File: src/rtl/cc_microsequencer_if.sv
// Microcode fetch-loop bundle: microinstruction fields and flags in, micro-PC and status out.
// master = control-store latch side, slave = sequencer.
interface cc_microsequencer_if #(
    parameter int DATAWIDTH_BUS   = 11,
    parameter int DATAWIDTH_COND  = 3,
    parameter int DATAWIDTH_FLAGS = 4
);
    logic [DATAWIDTH_COND-1:0]  CC_MICROSEQ_Cond_InBUS;
    logic [DATAWIDTH_BUS-1:0]   CC_MICROSEQ_Jump_InBUS;
    logic [DATAWIDTH_BUS-4:0]   CC_MICROSEQ_Op_InBUS;
    logic [DATAWIDTH_FLAGS-1:0] CC_MICROSEQ_Flags_InBUS;
    logic                       CC_MICROSEQ_IR13_In;
    logic                       CC_MICROSEQ_Wait_In;
    logic                       CC_MICROSEQ_Call_In;
    logic                       CC_MICROSEQ_Return_In;
    logic [DATAWIDTH_BUS-1:0]   CC_MICROSEQ_Address_OutBUS;
    logic [1:0]                 CC_MICROSEQ_selection_OutBUS;
    logic                       CC_MICROSEQ_Valid_Out;
    logic                       CC_MICROSEQ_Error_Out;

    modport master (
        output CC_MICROSEQ_Cond_InBUS, CC_MICROSEQ_Jump_InBUS, CC_MICROSEQ_Op_InBUS,
               CC_MICROSEQ_Flags_InBUS, CC_MICROSEQ_IR13_In, CC_MICROSEQ_Wait_In,
               CC_MICROSEQ_Call_In, CC_MICROSEQ_Return_In,
        input  CC_MICROSEQ_Address_OutBUS, CC_MICROSEQ_selection_OutBUS,
               CC_MICROSEQ_Valid_Out, CC_MICROSEQ_Error_Out
    );

    modport slave (
        input  CC_MICROSEQ_Cond_InBUS, CC_MICROSEQ_Jump_InBUS, CC_MICROSEQ_Op_InBUS,
               CC_MICROSEQ_Flags_InBUS, CC_MICROSEQ_IR13_In, CC_MICROSEQ_Wait_In,
               CC_MICROSEQ_Call_In, CC_MICROSEQ_Return_In,
        output CC_MICROSEQ_Address_OutBUS, CC_MICROSEQ_selection_OutBUS,
               CC_MICROSEQ_Valid_Out, CC_MICROSEQ_Error_Out
    );
endinterface

File: src/rtl/cc_microsequencer.sv
// Micro-PC sequencer (next/jump/decode/return), one registered stage; Wait freezes it in HOLD.
// Optional return stack built when CC_MICROSEQ_RETURN_STACK_EN is defined.
module cc_microsequencer #(
    parameter int DATAWIDTH_BUS   = 11,
    parameter int DATAWIDTH_COND  = 3,
    parameter int DATAWIDTH_FLAGS = 4,
    parameter int STACK_DEPTH     = 4
) (
    input  logic               CC_MICROSEQ_CLOCK_50,
    input  logic               CC_MICROSEQ_RESET_InLow,
    cc_microsequencer_if.slave bus
);
    localparam int BW = DATAWIDTH_BUS;

    localparam logic [1:0] ST_IDLE = 2'd0;
    localparam logic [1:0] ST_RUN  = 2'd1;
    localparam logic [1:0] ST_HOLD = 2'd2;

    localparam logic [1:0] SEL_NEXT   = 2'b00;
    localparam logic [1:0] SEL_JUMP   = 2'b01;
    localparam logic [1:0] SEL_DECODE = 2'b10;
    localparam logic [1:0] SEL_RETURN = 2'b11;

    logic [1:0]    state_q, state_d;
    logic [BW-1:0] addr_q, addr_d;
    logic [1:0]    sel_q, sel_d;
    logic          valid_q, valid_d;

    logic [BW-1:0] addr_inc;
    logic          taken;
    logic          ret_req, call_req, stack_empty, stack_full;
    logic [BW-1:0] stack_top;
    logic          push, pop, stack_err;

    assign addr_inc = addr_q + BW'(1);

    // Flag bus is {n,z,v,c}
    always_comb begin
        taken = 1'b0;
        case (bus.CC_MICROSEQ_Cond_InBUS)
            3'd1:    taken = bus.CC_MICROSEQ_Flags_InBUS[3];
            3'd2:    taken = bus.CC_MICROSEQ_Flags_InBUS[2];
            3'd3:    taken = bus.CC_MICROSEQ_Flags_InBUS[1];
            3'd4:    taken = bus.CC_MICROSEQ_Flags_InBUS[0];
            3'd5:    taken = bus.CC_MICROSEQ_IR13_In;
            3'd6:    taken = 1'b1;
            default: taken = 1'b0;
        endcase
    end

    always_comb begin
        state_d   = state_q;
        addr_d    = addr_q;
        sel_d     = sel_q;
        valid_d   = valid_q;
        push      = 1'b0;
        pop       = 1'b0;
        stack_err = 1'b0;
        case (state_q)
            ST_IDLE: begin
                state_d = ST_RUN;
                valid_d = 1'b1;
            end
            ST_RUN: begin
                if (bus.CC_MICROSEQ_Wait_In) begin
                    state_d = ST_HOLD;
                    valid_d = 1'b0;
                end else begin
                    valid_d = 1'b1;
                    if (ret_req && !stack_empty) begin
                        addr_d = stack_top;
                        sel_d  = SEL_RETURN;
                        pop    = 1'b1;
                    end else if (ret_req) begin
                        addr_d    = addr_inc;
                        sel_d     = SEL_NEXT;
                        stack_err = 1'b1;
                    end else if (bus.CC_MICROSEQ_Cond_InBUS == 3'd7) begin
                        addr_d = {1'b1, bus.CC_MICROSEQ_Op_InBUS, 2'b00};
                        sel_d  = SEL_DECODE;
                    end else if (taken) begin
                        addr_d = bus.CC_MICROSEQ_Jump_InBUS;
                        sel_d  = SEL_JUMP;
                        // A full stack drops the push but the jump still goes ahead
                        if (call_req) begin
                            push      = !stack_full;
                            stack_err = stack_full;
                        end
                    end else begin
                        addr_d = addr_inc;
                        sel_d  = SEL_NEXT;
                    end
                end
            end
            ST_HOLD: begin
                // The frozen microinstruction is re-presented; its COND is acted on next edge
                if (!bus.CC_MICROSEQ_Wait_In) begin
                    state_d = ST_RUN;
                    valid_d = 1'b1;
                end
            end
            default: begin
                state_d = ST_IDLE;
                valid_d = 1'b0;
            end
        endcase
    end

    always_ff @(posedge CC_MICROSEQ_CLOCK_50 or negedge CC_MICROSEQ_RESET_InLow) begin
        if (!CC_MICROSEQ_RESET_InLow) begin
            state_q <= ST_IDLE;
            addr_q  <= '0;
            sel_q   <= SEL_NEXT;
            valid_q <= 1'b0;
        end else begin
            state_q <= state_d;
            addr_q  <= addr_d;
            sel_q   <= sel_d;
            valid_q <= valid_d;
        end
    end

`ifdef CC_MICROSEQ_RETURN_STACK_EN
    localparam int SP_W = $clog2(STACK_DEPTH) + 1;

    logic [SP_W-1:0] sp_q, sp_d;
    logic [BW-1:0]   stack_q [STACK_DEPTH];
    logic [BW-1:0]   stack_d [STACK_DEPTH];
    logic            error_q, error_d;
    logic [SP_W-2:0] top_idx;

    // sp counts entries; the top lives at sp-1
    assign top_idx     = sp_q[SP_W-2:0] - (SP_W-1)'(1);
    assign ret_req     = bus.CC_MICROSEQ_Return_In;
    assign call_req    = bus.CC_MICROSEQ_Call_In;
    assign stack_empty = (sp_q == '0);
    assign stack_full  = (sp_q == SP_W'(STACK_DEPTH));
    assign stack_top   = stack_q[top_idx];

    always_comb begin
        sp_d    = sp_q;
        stack_d = stack_q;
        error_d = error_q;
        if (push) begin
            stack_d[sp_q[SP_W-2:0]] = addr_inc;
            sp_d                    = sp_q + SP_W'(1);
        end
        if (pop) begin
            sp_d = sp_q - SP_W'(1);
        end
        if (stack_err) begin
            error_d = 1'b1;
        end
    end

    always_ff @(posedge CC_MICROSEQ_CLOCK_50 or negedge CC_MICROSEQ_RESET_InLow) begin
        if (!CC_MICROSEQ_RESET_InLow) begin
            sp_q    <= '0;
            error_q <= 1'b0;
            for (int i = 0; i < STACK_DEPTH; i++) begin
                stack_q[i] <= '0;
            end
        end else begin
            sp_q    <= sp_d;
            error_q <= error_d;
            stack_q <= stack_d;
        end
    end

    assign bus.CC_MICROSEQ_Error_Out = error_q;
`else
    localparam int unused_stack_depth = STACK_DEPTH;
    logic unused_stack_sigs;

    assign ret_req     = 1'b0;
    assign call_req    = 1'b0;
    assign stack_empty = 1'b1;
    assign stack_full  = 1'b0;
    assign stack_top   = '0;
    assign unused_stack_sigs = ^{bus.CC_MICROSEQ_Call_In, bus.CC_MICROSEQ_Return_In,
                                 push, pop, stack_err};

    assign bus.CC_MICROSEQ_Error_Out = 1'b0;
`endif

    assign bus.CC_MICROSEQ_Address_OutBUS   = addr_q;
    assign bus.CC_MICROSEQ_selection_OutBUS = sel_q;
    assign bus.CC_MICROSEQ_Valid_Out        = valid_q;
endmodule

File: src/flat_wrapper.sv
// flat-port wrapper written by rule: the top's interface ports become plain ports
module cc_microsequencer_flat 
#(
    parameter int DATAWIDTH_BUS   = 11,
    parameter int DATAWIDTH_COND  = 3,
    parameter int DATAWIDTH_FLAGS = 4,
    parameter int STACK_DEPTH     = 4
)
  (CC_MICROSEQ_CLOCK_50, CC_MICROSEQ_RESET_InLow, bus_CC_MICROSEQ_Cond_InBUS, bus_CC_MICROSEQ_Jump_InBUS, bus_CC_MICROSEQ_Op_InBUS, bus_CC_MICROSEQ_Flags_InBUS, bus_CC_MICROSEQ_IR13_In, bus_CC_MICROSEQ_Wait_In, bus_CC_MICROSEQ_Call_In, bus_CC_MICROSEQ_Return_In, bus_CC_MICROSEQ_Address_OutBUS, bus_CC_MICROSEQ_selection_OutBUS, bus_CC_MICROSEQ_Valid_Out, bus_CC_MICROSEQ_Error_Out);
  cc_microsequencer_if #(.DATAWIDTH_BUS(DATAWIDTH_BUS), .DATAWIDTH_COND(DATAWIDTH_COND), .DATAWIDTH_FLAGS(DATAWIDTH_FLAGS)) bus_i ();
  input  logic CC_MICROSEQ_CLOCK_50;
  input  logic CC_MICROSEQ_RESET_InLow;
  input wire logic [$bits(bus_i.CC_MICROSEQ_Cond_InBUS)-1:0] bus_CC_MICROSEQ_Cond_InBUS;
  input wire logic [$bits(bus_i.CC_MICROSEQ_Jump_InBUS)-1:0] bus_CC_MICROSEQ_Jump_InBUS;
  input wire logic [$bits(bus_i.CC_MICROSEQ_Op_InBUS)-1:0] bus_CC_MICROSEQ_Op_InBUS;
  input wire logic [$bits(bus_i.CC_MICROSEQ_Flags_InBUS)-1:0] bus_CC_MICROSEQ_Flags_InBUS;
  input wire logic [$bits(bus_i.CC_MICROSEQ_IR13_In)-1:0] bus_CC_MICROSEQ_IR13_In;
  input wire logic [$bits(bus_i.CC_MICROSEQ_Wait_In)-1:0] bus_CC_MICROSEQ_Wait_In;
  input wire logic [$bits(bus_i.CC_MICROSEQ_Call_In)-1:0] bus_CC_MICROSEQ_Call_In;
  input wire logic [$bits(bus_i.CC_MICROSEQ_Return_In)-1:0] bus_CC_MICROSEQ_Return_In;
  output wire logic [$bits(bus_i.CC_MICROSEQ_Address_OutBUS)-1:0] bus_CC_MICROSEQ_Address_OutBUS;
  output wire logic [$bits(bus_i.CC_MICROSEQ_selection_OutBUS)-1:0] bus_CC_MICROSEQ_selection_OutBUS;
  output wire logic [$bits(bus_i.CC_MICROSEQ_Valid_Out)-1:0] bus_CC_MICROSEQ_Valid_Out;
  output wire logic [$bits(bus_i.CC_MICROSEQ_Error_Out)-1:0] bus_CC_MICROSEQ_Error_Out;
  assign bus_i.CC_MICROSEQ_Cond_InBUS = bus_CC_MICROSEQ_Cond_InBUS;
  assign bus_i.CC_MICROSEQ_Jump_InBUS = bus_CC_MICROSEQ_Jump_InBUS;
  assign bus_i.CC_MICROSEQ_Op_InBUS = bus_CC_MICROSEQ_Op_InBUS;
  assign bus_i.CC_MICROSEQ_Flags_InBUS = bus_CC_MICROSEQ_Flags_InBUS;
  assign bus_i.CC_MICROSEQ_IR13_In = bus_CC_MICROSEQ_IR13_In;
  assign bus_i.CC_MICROSEQ_Wait_In = bus_CC_MICROSEQ_Wait_In;
  assign bus_i.CC_MICROSEQ_Call_In = bus_CC_MICROSEQ_Call_In;
  assign bus_i.CC_MICROSEQ_Return_In = bus_CC_MICROSEQ_Return_In;
  assign bus_CC_MICROSEQ_Address_OutBUS = bus_i.CC_MICROSEQ_Address_OutBUS;
  assign bus_CC_MICROSEQ_selection_OutBUS = bus_i.CC_MICROSEQ_selection_OutBUS;
  assign bus_CC_MICROSEQ_Valid_Out = bus_i.CC_MICROSEQ_Valid_Out;
  assign bus_CC_MICROSEQ_Error_Out = bus_i.CC_MICROSEQ_Error_Out;
  cc_microsequencer #(.DATAWIDTH_BUS(DATAWIDTH_BUS), .DATAWIDTH_COND(DATAWIDTH_COND), .DATAWIDTH_FLAGS(DATAWIDTH_FLAGS), .STACK_DEPTH(STACK_DEPTH)) u_core (.CC_MICROSEQ_CLOCK_50(CC_MICROSEQ_CLOCK_50), .CC_MICROSEQ_RESET_InLow(CC_MICROSEQ_RESET_InLow), .bus(bus_i));
endmodule
File: config.mk
export PLATFORM = sky130hd
export DESIGN_NAME = cc_microsequencer_flat
export DESIGN_NICKNAME = d
export VERILOG_FILES = /design/src/rtl/cc_microsequencer_if.sv /design/src/rtl/cc_microsequencer.sv /design/src/flat_wrapper.sv
export SDC_FILE = /design/constraint.sdc
export NUM_CORES = 1
export LEC_CHECK = 0
export ABC_AREA = 1
export CORE_MARGIN = 2
export CORE_UTILIZATION = 48
export CTS_BUF_LIST = sky130_fd_sc_hd__clkbuf_8
export DETAILED_ROUTE_END_ITERATION = 10
export GPL_TIMING_DRIVEN = 0
export PLACE_DENSITY = 0.88
export SKIP_LAST_GASP = 1
export SLEW_MARGIN = 20
export SYNTH_ARGS = -nofsm -noshare
export SYNTH_HDL_FRONTEND = slang
export SYNTH_SLANG_ARGS = --single-unit
File: constraint.sdc
create_clock -name CC_MICROSEQ_CLOCK_50 -period 2.45 [get_ports CC_MICROSEQ_CLOCK_50]
set_input_delay 0.49 -clock CC_MICROSEQ_CLOCK_50 [delete_from_list [all_inputs] [get_ports CC_MICROSEQ_CLOCK_50]]
set_output_delay 0.49 -clock CC_MICROSEQ_CLOCK_50 [all_outputs]
set_load 0.005 [all_outputs]
# Yosys cells after proc, flatten, opt, wreduce, memory -nomap -nowiden
# Index checks and enable logic that the tools add are counted.
[totals]
ff_bits = 16
input_bits = 32
output_inout_bits = 15
wordCells = 31
[op_classes]
n_addsub = 1
eq_ne = 11
muxes = 11
bitwise = 1
n_reduce_logical = 3
[op_table]
columns = ["op", "n"]
rows = [
  ["$mux 11", 2],
  ["$eq 3x3->1 const B", 4],
  ["$add 11x1->11 const B", 1],
  ["$eq 3x2->1 const B", 2],
  ["$mux 2", 3],
  ["$pmux 1 s6", 1],
  ["$pmux 2 s3", 1],
  ["$ne 2x2->1 const B", 2],
  ["$reduce_and 2->1", 2],
  ["$eq 3x1->1 const B", 1],
  ["$mux 1", 3],
  ["$pmux 1 s3", 1],
  ["$eq 2x1->1 const B", 1],
  ["$eq 2x2->1 const B", 1],
  ["$logic_not 2->1", 1],
  ["$not 1->1", 1],
]

# Depth between registers and ports, before layout
# Gate-level depths: netlist of the first run.
[logic_depth]
depth_word = 4
ltp_mapped = 9
mapped_depth_nobuf = 9

# Worst setup path after synthesis of the first run
# OpenSTA, ideal clock, no wires.
[synth_path]
path_kind = "input to register"
startpoint = "input bus_CC_MICROSEQ_Cond_InBUS[2]"
endpoint = "register u_core.addr_q[7] (netlist: u_core.bus.CC_MICROSEQ_Address_OutBUS[7])"
setup_ns = 0.124
arrival_time_ns = 1.192
t_required_ns = 2.326
slack_ns = 1.134
cell_stages = 5
path_buffers = 1
cell_sequence = "o21ai_0 -> nand3_2 -> buf_2 -> a21oi_1 -> o21bai_2"
[synth_via]
elab_chain_len = 4
elab_cells_between_ends = 10
classes_between = "eq/ne: 7; mux: 3"
[synth_rtl]
columns = ["element", "line", "source"]
rows = [
  ["start: declaration", "flat_wrapper.sv:13", "input wire logic [$bits(bus_i.CC_MICROSEQ_Cond_InBUS)-1:0] bus_CC_MICROSEQ_Cond_InBUS;"],
  ["$eq 3x3->1, or another cell as far along", "cc_microsequencer.sv:40", "case (bus.CC_MICROSEQ_Cond_InBUS)"],
  ["$pmux 1 s6", "cc_microsequencer.sv:40", ""],
  ["$mux 11", "cc_microsequencer.sv:81", "end else if (taken) begin"],
  ["$mux 11 *", "cc_microsequencer.sv:78", "end else if (bus.CC_MICROSEQ_Cond_InBUS == 3'd7) begin"],
  ["end signal: assignment", "cc_microsequencer.sv:117", "addr_q <= addr_d;"],
  ["end: declaration", "cc_microsequencer.sv:25", "logic [BW-1:0] addr_q, addr_d;"],
]
# Mark *: on every way between the ends. The rest lies on a longest branch, timed or not.
# A chain may end at the register's enable or synchronous reset.

# Final worst setup path of the first run
[layout_path]
startpoint = "input bus_CC_MICROSEQ_Cond_InBUS[0]"
endpoint = "register u_core.addr_q[5] (netlist: u_core.bus.CC_MICROSEQ_Address_OutBUS[5])"
# Same word-level chain as after synthesis.

==> impl_metrics.yaml, run 1 <==
synth:
  synthAdderAreaFrac: 0.0107
  asyncSetResetFlopFracSynth: 1.00
  netlist_area_um2: 1170
  yosysTopAreaCell: "dfrtp_1"
  synthTopCellsByCount: "nand2_1 (59), inv_1 (30), nand3_1 (24)"
  synth-edff-count: 0
  yosys-top-cells-area: "dfrtp_1 (34%), nand2_1 (19%), nand3_1 (10%)"
  syn_inst: 180
  synth-seq-area-share: 0.342
  ys_seq_elements: 16
  synth_flop_cell: "dfrtp_1"
  yosys.area_share.simple: 0.404
  synth_top_family_by_area: "simple AND/OR/NAND/NOR gates"
  ys_warn_count: 0
  avgSynthCellArea_um2: 6.51
  synth_mux_area_frac: 0
  synth_top_area_share: 0.342
  synth_nets: 213
  ys_types: 29
  post-synth-top-count-cell: "nand2_1"
  synth_compound_area_frac: 0.0704
  synthXorXnorAreaFrac: 0.0374
detailed_routing:
  drt-total-wl_um: 3280
  drc_errors: 0
  vias: 1303
  drt_first_pass_iters: 4
  dr.first_iter.drc_count: 45
  drtAntennaViolNets: 0
  viasPerCell: 5.11
  wl_per_cell_um: 12.9
run:
  maxCapViolations: 0
clocking:
  clk_pin_slew_ns: 0.07
  cts_tree: "built"
  cts-buffers-inserted: 3
  clk_latency_ns: 0.25
  cts-root-buf: "clkbuf_8"
  clockBufferDepth: 2
  cts_resized: 0
  clkSinkCount: 16
  cts.hold.buffers_added: 0
  htree_num_levels: 1
  cts_setup_buffers: 0
power_and_ir_drop:
  vdd_drop_max_v: 0.000734
  leakage_nw: 0.844
  powerDensity_nw_per_um2: 959
global_route:
  grt_pass1_vias: 1279
  antenna_found_initial: 0
  grt_first_pass_wirelength_um: 5240
  overflow: 0
  grt_max_degree: 17
  track_usage: 0.254
floorplan:
  pin_count: 47
  chipWidth_um: 53.4
  start_util: 0.520
  dieArea_um2: 2850
  fp.dieH_um: 53.4
  rows: 17
  core-area_um2: 2250
timing:
  finalCriticalPeriod_ns: 1.87
  rsz0062_at_grt: "false"
  fin_setup_tns_ns: 0
  finClkSkew_ns: 0.000788
  max_freq_mhz: 536
  holdWs_ns: 0.485
  relSlewSlack: 0.483
  slew_violations: 0
  hold_viol: 0
  worst_slew_pin_slew_ns: 0.773
  setup_viol: 0
  layout_setup_ws_ns: 0.585
  fin_crit_sh: 0.761
min_path:
  hold_start: "u_core.bus.CC_MICROSEQ_Valid_Out$_DFFE_PN0P_"
  whs_path_depth: 2
  hold-path-endpoint: "u_core.bus.CC_MICROSEQ_Valid_Out$_DFFE_PN0P_"
  hold_path_class: "reg2reg"
placement:
  place_hpwl_um: 2430
  io_buffer_count: 43
  gp_congestion: 0.884
  dp_worst_setup_slack_ns: 0.381
status:
  status: "completed"
cells_and_area:
  final_nets: 261
  area_growth_pct: 44.4
  fin_util: 0.751
  fill_cells: 192
  diodes: 0
  drive_gt1_frac: 0.0793
setup_path:
  cp.arrival_ns: 2.01
  rrSetupSlack_ns: 0.97
  crit_required_ns: 2.59
  path_class: "in2reg"
  cp_max_fo: 10
  critical_path.endpoint_type: "flip-flop"
  reg2reg_depth: 7
  worstReg2RegEnd: "u_core.bus.CC_MICROSEQ_Address_OutBUS[5]$_DFFE_PN0P_"
  r2r-start: "u_core.state_q[0]$_DFFE_PN0P_"
  start_kind: "input port"
==> sequential cells by signal, indices dropped and copies added, names as in the netlist <==
signal and cells:
u_core.bus.CC_MICROSEQ_Address_OutBUS 11, u_core.bus.CC_MICROSEQ_Valid_Out 1, u_core.bus.CC_MICROSEQ_selection_OutBUS 2, u_core.state_q 2
==> where the power goes <==
part | switching, mW | internal [mW]
Sequential | 0.132 | 0.393
Clock | 0.0989 | 0.143
Combinational | 0.421 | 0.437
==> cell families after synthesis <==
family                     count (synthesis)
AOI/OAI and AO/OA                         15
xor gates and xnor gates                   5
adders and majority gates                  1
buffers and inverters                     37
DFF                                       16
other                                      1
and+or+nand+nor                          105
==> stage by stage <==
stage / power [mW] / cell area (um^2) / instances
detailed placement: 1.37 / 1640 / 251
floorplan: 0.982 / 1170 / 180
finish: 1.62 / 1690 / 255
CTS: 1.62 / 1690 / 255
global route: 1.75 / 1690 / 255
global placement: 1.33 / 1640 / 251
==> final cells by class <==
| cell class | count | area (um^2) | share of cell area |
|---|---|---|---|
| flip-flops and latches | 16 | 400 | 0.237 |
| well taps | 28 | 35.0 | 0.0207 |
| inverters | 33 | 126 | 0.0746 |
| repair buffers | 43 | 430 | 0.254 |
| plain buffers | 4 | 28.8 | 0.0170 |
| clock buffers | 4 | 55.1 | 0.0325 |
| multi-input cells | 127 | 617 | 0.364 |
==> layout by cell type (no fill, tap or decap), drive strengths merged <==
cell / netlist / final
a21oi: 2 / 2
buf: 4 / 4
clkbuf: 0 / 4
clkdlybuf4s50: 0 / 43
clkinv: 1 / 1
conb: 1 / 1
dfrtp: 16 / 16
ha: 1 / 1
inv: 32 / 32
nand2: 60 / 60
nand3: 25 / 25
nand4: 1 / 1
nor2: 16 / 16
nor3: 2 / 2
o21ai: 11 / 11
o21bai: 1 / 1
o22ai: 1 / 1
or2: 1 / 1
xnor2: 1 / 1
xor2: 4 / 4
==> worst max path at each step <==
stage	cells after the start	endpoint	start
floorplan	5	u_core.bus.CC_MICROSEQ_Address_OutBUS[7]$_DFFE_PN0P_	bus_CC_MICROSEQ_Cond_InBUS[2]
global placement	7	u_core.bus.CC_MICROSEQ_Address_OutBUS[7]$_DFFE_PN0P_	bus_CC_MICROSEQ_Cond_InBUS[0]
detailed placement	9	u_core.bus.CC_MICROSEQ_Address_OutBUS[5]$_DFFE_PN0P_	bus_CC_MICROSEQ_Cond_InBUS[1]
CTS	9	u_core.bus.CC_MICROSEQ_Address_OutBUS[5]$_DFFE_PN0P_	bus_CC_MICROSEQ_Cond_InBUS[1]
global route	10	u_core.bus.CC_MICROSEQ_Address_OutBUS[5]$_DFFE_PN0P_	bus_CC_MICROSEQ_Cond_InBUS[0]
finish	7	u_core.bus.CC_MICROSEQ_Address_OutBUS[5]$_DFFE_PN0P_	bus_CC_MICROSEQ_Cond_InBUS[0]
==> worst max-delay path, stage by stage <==
cell and delay, ns:
clkdlybuf4s50_1 0.56, nand2_1 0.10, nor2_2 0.44, nor2_4 0.10, buf_6 0.17, nand3_1 0.09
nand2_1 0.05
==> routing by layer <==
layer / track usage / up-vias / part of all wire
li1: - / 647 / -
met1: 0.294 / 585 / 0.39
met2: 0.455 / 65 / 0.52
met3: 0.0339 / 6 / 0.071
met4: 0.115 / 0 / 0.015
met5: 0 / - / 0
No activity file was read; power rests on OpenSTA's default activity.
==> run 2, diff against run 1 <==
--- a/config.mk
+++ b/config.mk
@@ -7,11 +7,11 @@
 export LEC_CHECK = 0
 export ABC_AREA = 1
 export CORE_MARGIN = 2
-export CORE_UTILIZATION = 48
+export CORE_UTILIZATION = 45
 export CTS_BUF_LIST = sky130_fd_sc_hd__clkbuf_8
 export DETAILED_ROUTE_END_ITERATION = 10
 export GPL_TIMING_DRIVEN = 0
-export PLACE_DENSITY = 0.88
+export PLACE_DENSITY = 0.83
 export SKIP_LAST_GASP = 1
 export SLEW_MARGIN = 20
 export SYNTH_ARGS = -nofsm -noshare
==> constraint.sdc (replaced) <==
create_clock -name CC_MICROSEQ_CLOCK_50 -period 1.9 [get_ports CC_MICROSEQ_CLOCK_50]
set_input_delay 0.38 -clock CC_MICROSEQ_CLOCK_50 [delete_from_list [all_inputs] [get_ports CC_MICROSEQ_CLOCK_50]]
set_output_delay 0.38 -clock CC_MICROSEQ_CLOCK_50 [all_outputs]
set_load 0.005 [all_outputs]
==> run 2 against run 1 <==
Sequential power grew 28%. Die area grew 6.2%. Global-route usage shrank 3.5 points. Flip-flop and latch count is the same. Clock-buffer cell count is the same. Combinational power grew 26%. Register-to-register slack lost 0.54 ns. Setup slack lost 0.42 ns. Worst hold slack gained 0.0088 ns. First-iteration DRC count shrank 76%. Routed wire length shrank 12%. Critical path type unchanged. Largest cell class unchanged.
==> impl_metrics.yaml, run 2 (same netlist as run 1, synthesis figures left out) <==
run:
  maxCapViolations: 0
placement:
  gp_congestion: 0.783
  place_hpwl_um: 2150
  dp_cells: 253
  placed_area_um2: 1640
  io_buffer_count: 43
setup_path:
  critical_path.endpoint_type: "flip-flop"
  worstReg2RegEnd: "u_core.bus.CC_MICROSEQ_Address_OutBUS[8]$_DFFE_PN0P_"
  start_kind: "input port"
  crit_family: "buffers and inverters"
  reg2reg_depth: 8
  cp_max_fo: 9
  crit_top_cell: "nand2_1"
  rrSetupSlack_ns: 0.43
  r2r-start: "u_core.bus.CC_MICROSEQ_Address_OutBUS[0]$_DFFE_PN0P_"
  path_buf_inv: 3
  path_cells: "clkdlybuf4s50_1, inv_1, nor2_1, o21ai_0, nand3_2, clkinv_1, nand2_1, nand3_1, nand2_1"
  path_class: "in2reg"
  crit_required_ns: 2.10
  slowest_stage: "clkdlybuf4s50_1"
  cp.arrival_ns: 1.93
  slowest_delay_ns: 0.53
  crit_start: "bus_CC_MICROSEQ_Cond_InBUS[1]"
cells_and_area:
  multi_input_area_um2: 617
  fin_util: 0.684
  final_nets: 261
  diodes: 0
  layout_commonest_cell: "nand2_1"
  largest_register_ffs: 11
  fill_cells: 212
  layoutNonFillerInstCount: 257
  regArea_um2: 400
  drive_gt1_frac: 0.0793
  stdcell_area_um2: 1700
  layout_common_cells: "nand2_1 (59), clkdlybuf4s50_1 (43), inv_1 (30)"
  area_growth_pct: 44.6
floorplan:
  core-area_um2: 2480
  start_util: 0.473
  dieArea_um2: 3030
  rows: 18
  fp.dieH_um: 55.0
  pin_count: 47
  chipWidth_um: 55.0
global_route:
  overflow: 0
  grt_pass1_vias: 1095
  grt_first_pass_wirelength_um: 4680
  track_usage: 0.218
  antenna_found_initial: 0
  grt_max_degree: 17
min_path:
  hold-path-endpoint: "u_core.state_q[1]$_DFFE_PN0P_"
  whs_path_depth: 1
  hold_path_class: "reg2reg"
  hold_start: "u_core.state_q[0]$_DFFE_PN0P_"
power_and_ir_drop:
  leakage_nw: 0.844
  powerDensity_nw_per_um2: 1220
  vdd_drop_max_v: 0.000833
  finalPower_mw: 2.06
timing:
  hold_viol: 0
  worst_slew_pin_slew_ns: 0.720
  relSlewSlack: 0.519
  finalCriticalPeriod_ns: 1.73
  fin_setup_tns_ns: 0
  fin_crit_sh: 0.911
  finClkSkew_ns: 0.00278
  setup_viol: 0
  rsz0062_at_grt: "false"
  slew_violations: 0
  max_freq_mhz: 578
detailed_routing:
  drtAntennaViolNets: 0
  drc_errors: 0
  wl_per_cell_um: 11.3
  drt-total-wl_um: 2890
  vias: 1255
  dr.first_iter.drc_count: 11
  viasPerCell: 4.88
  drt_first_pass_iters: 4
clocking:
  cts_tree: "built"
  cts-root-buf: "clkbuf_8"
  clk_latency_ns: 0.25
  cts_resized: 0
  cts-buffers-inserted: 3
  cts_setup_buffers: 0
  clkSinkCount: 16
  htree_num_levels: 1
  clockBufferDepth: 2
  cts.hold.buffers_added: 0
  clk_pin_slew_ns: 0.06
status:
  status: "completed"
==> run 2: cell counts in the layout (fill, tap and decap cells not counted) <==
Identical to the previous run, type by type.
==> run 2: worst max-delay path by stage <==
stage,slack (ns),depth (start not counted),endpoint
2_1_floorplan,0.61,7,u_core.bus.CC_MICROSEQ_Address_OutBUS[7]$_DFFE_PN0P_
3_3_place_gp,-0.02,9,u_core.bus.CC_MICROSEQ_Address_OutBUS[5]$_DFFE_PN0P_
3_5_place_dp,-0.04,9,u_core.bus.CC_MICROSEQ_Address_OutBUS[5]$_DFFE_PN0P_
4_1_cts,0.19,9,u_core.bus.CC_MICROSEQ_Address_OutBUS[5]$_DFFE_PN0P_
5_1_grt,0.07,9,u_core.bus.CC_MICROSEQ_Address_OutBUS[5]$_DFFE_PN0P_
6_report,0.17,9,u_core.bus.CC_MICROSEQ_Address_OutBUS[5]$_DFFE_PN0P_
==> run 2: where the power goes <==
| group | internal, mW | switching [mW] |
|---|---|---|
| Clock | 0.184 | 0.121 |
| Combinational | 0.563 | 0.522 |
| Sequential | 0.507 | 0.167 |
==> run 2: metal layers <==
| metal | track usage | routed length (um) | up-vias |
|---|---|---|---|
| met1 | 0.255 | 1220 | 570 |
| li1 | - | - | 646 |
| met2 | 0.399 | 1480 | 34 |
| met5 | 0 | 0 | - |
| met3 | 0.0403 | 146 | 5 |
| met4 | 0.0732 | 40 | 0 |
==> run 2: layout make-up <==
class,count,area share
multi-input combinational,127,0.364
timing repair buffer,43,0.254
sequential,16,0.236
inverter,33,0.0745
clock buffer,4,0.0325
tap,30,0.0221
buffer,4,0.0170
==> run 2: through the flow <==
stage	hold WS [ns]	setup slack, ns
after CTS	0.497	0.195
final	0.494	0.170
after floorplan	0.0844	0.612
after detailed placement	0.477	-0.0389
after global placement	0.469	-0.0153
after global routing	0.501	0.0684
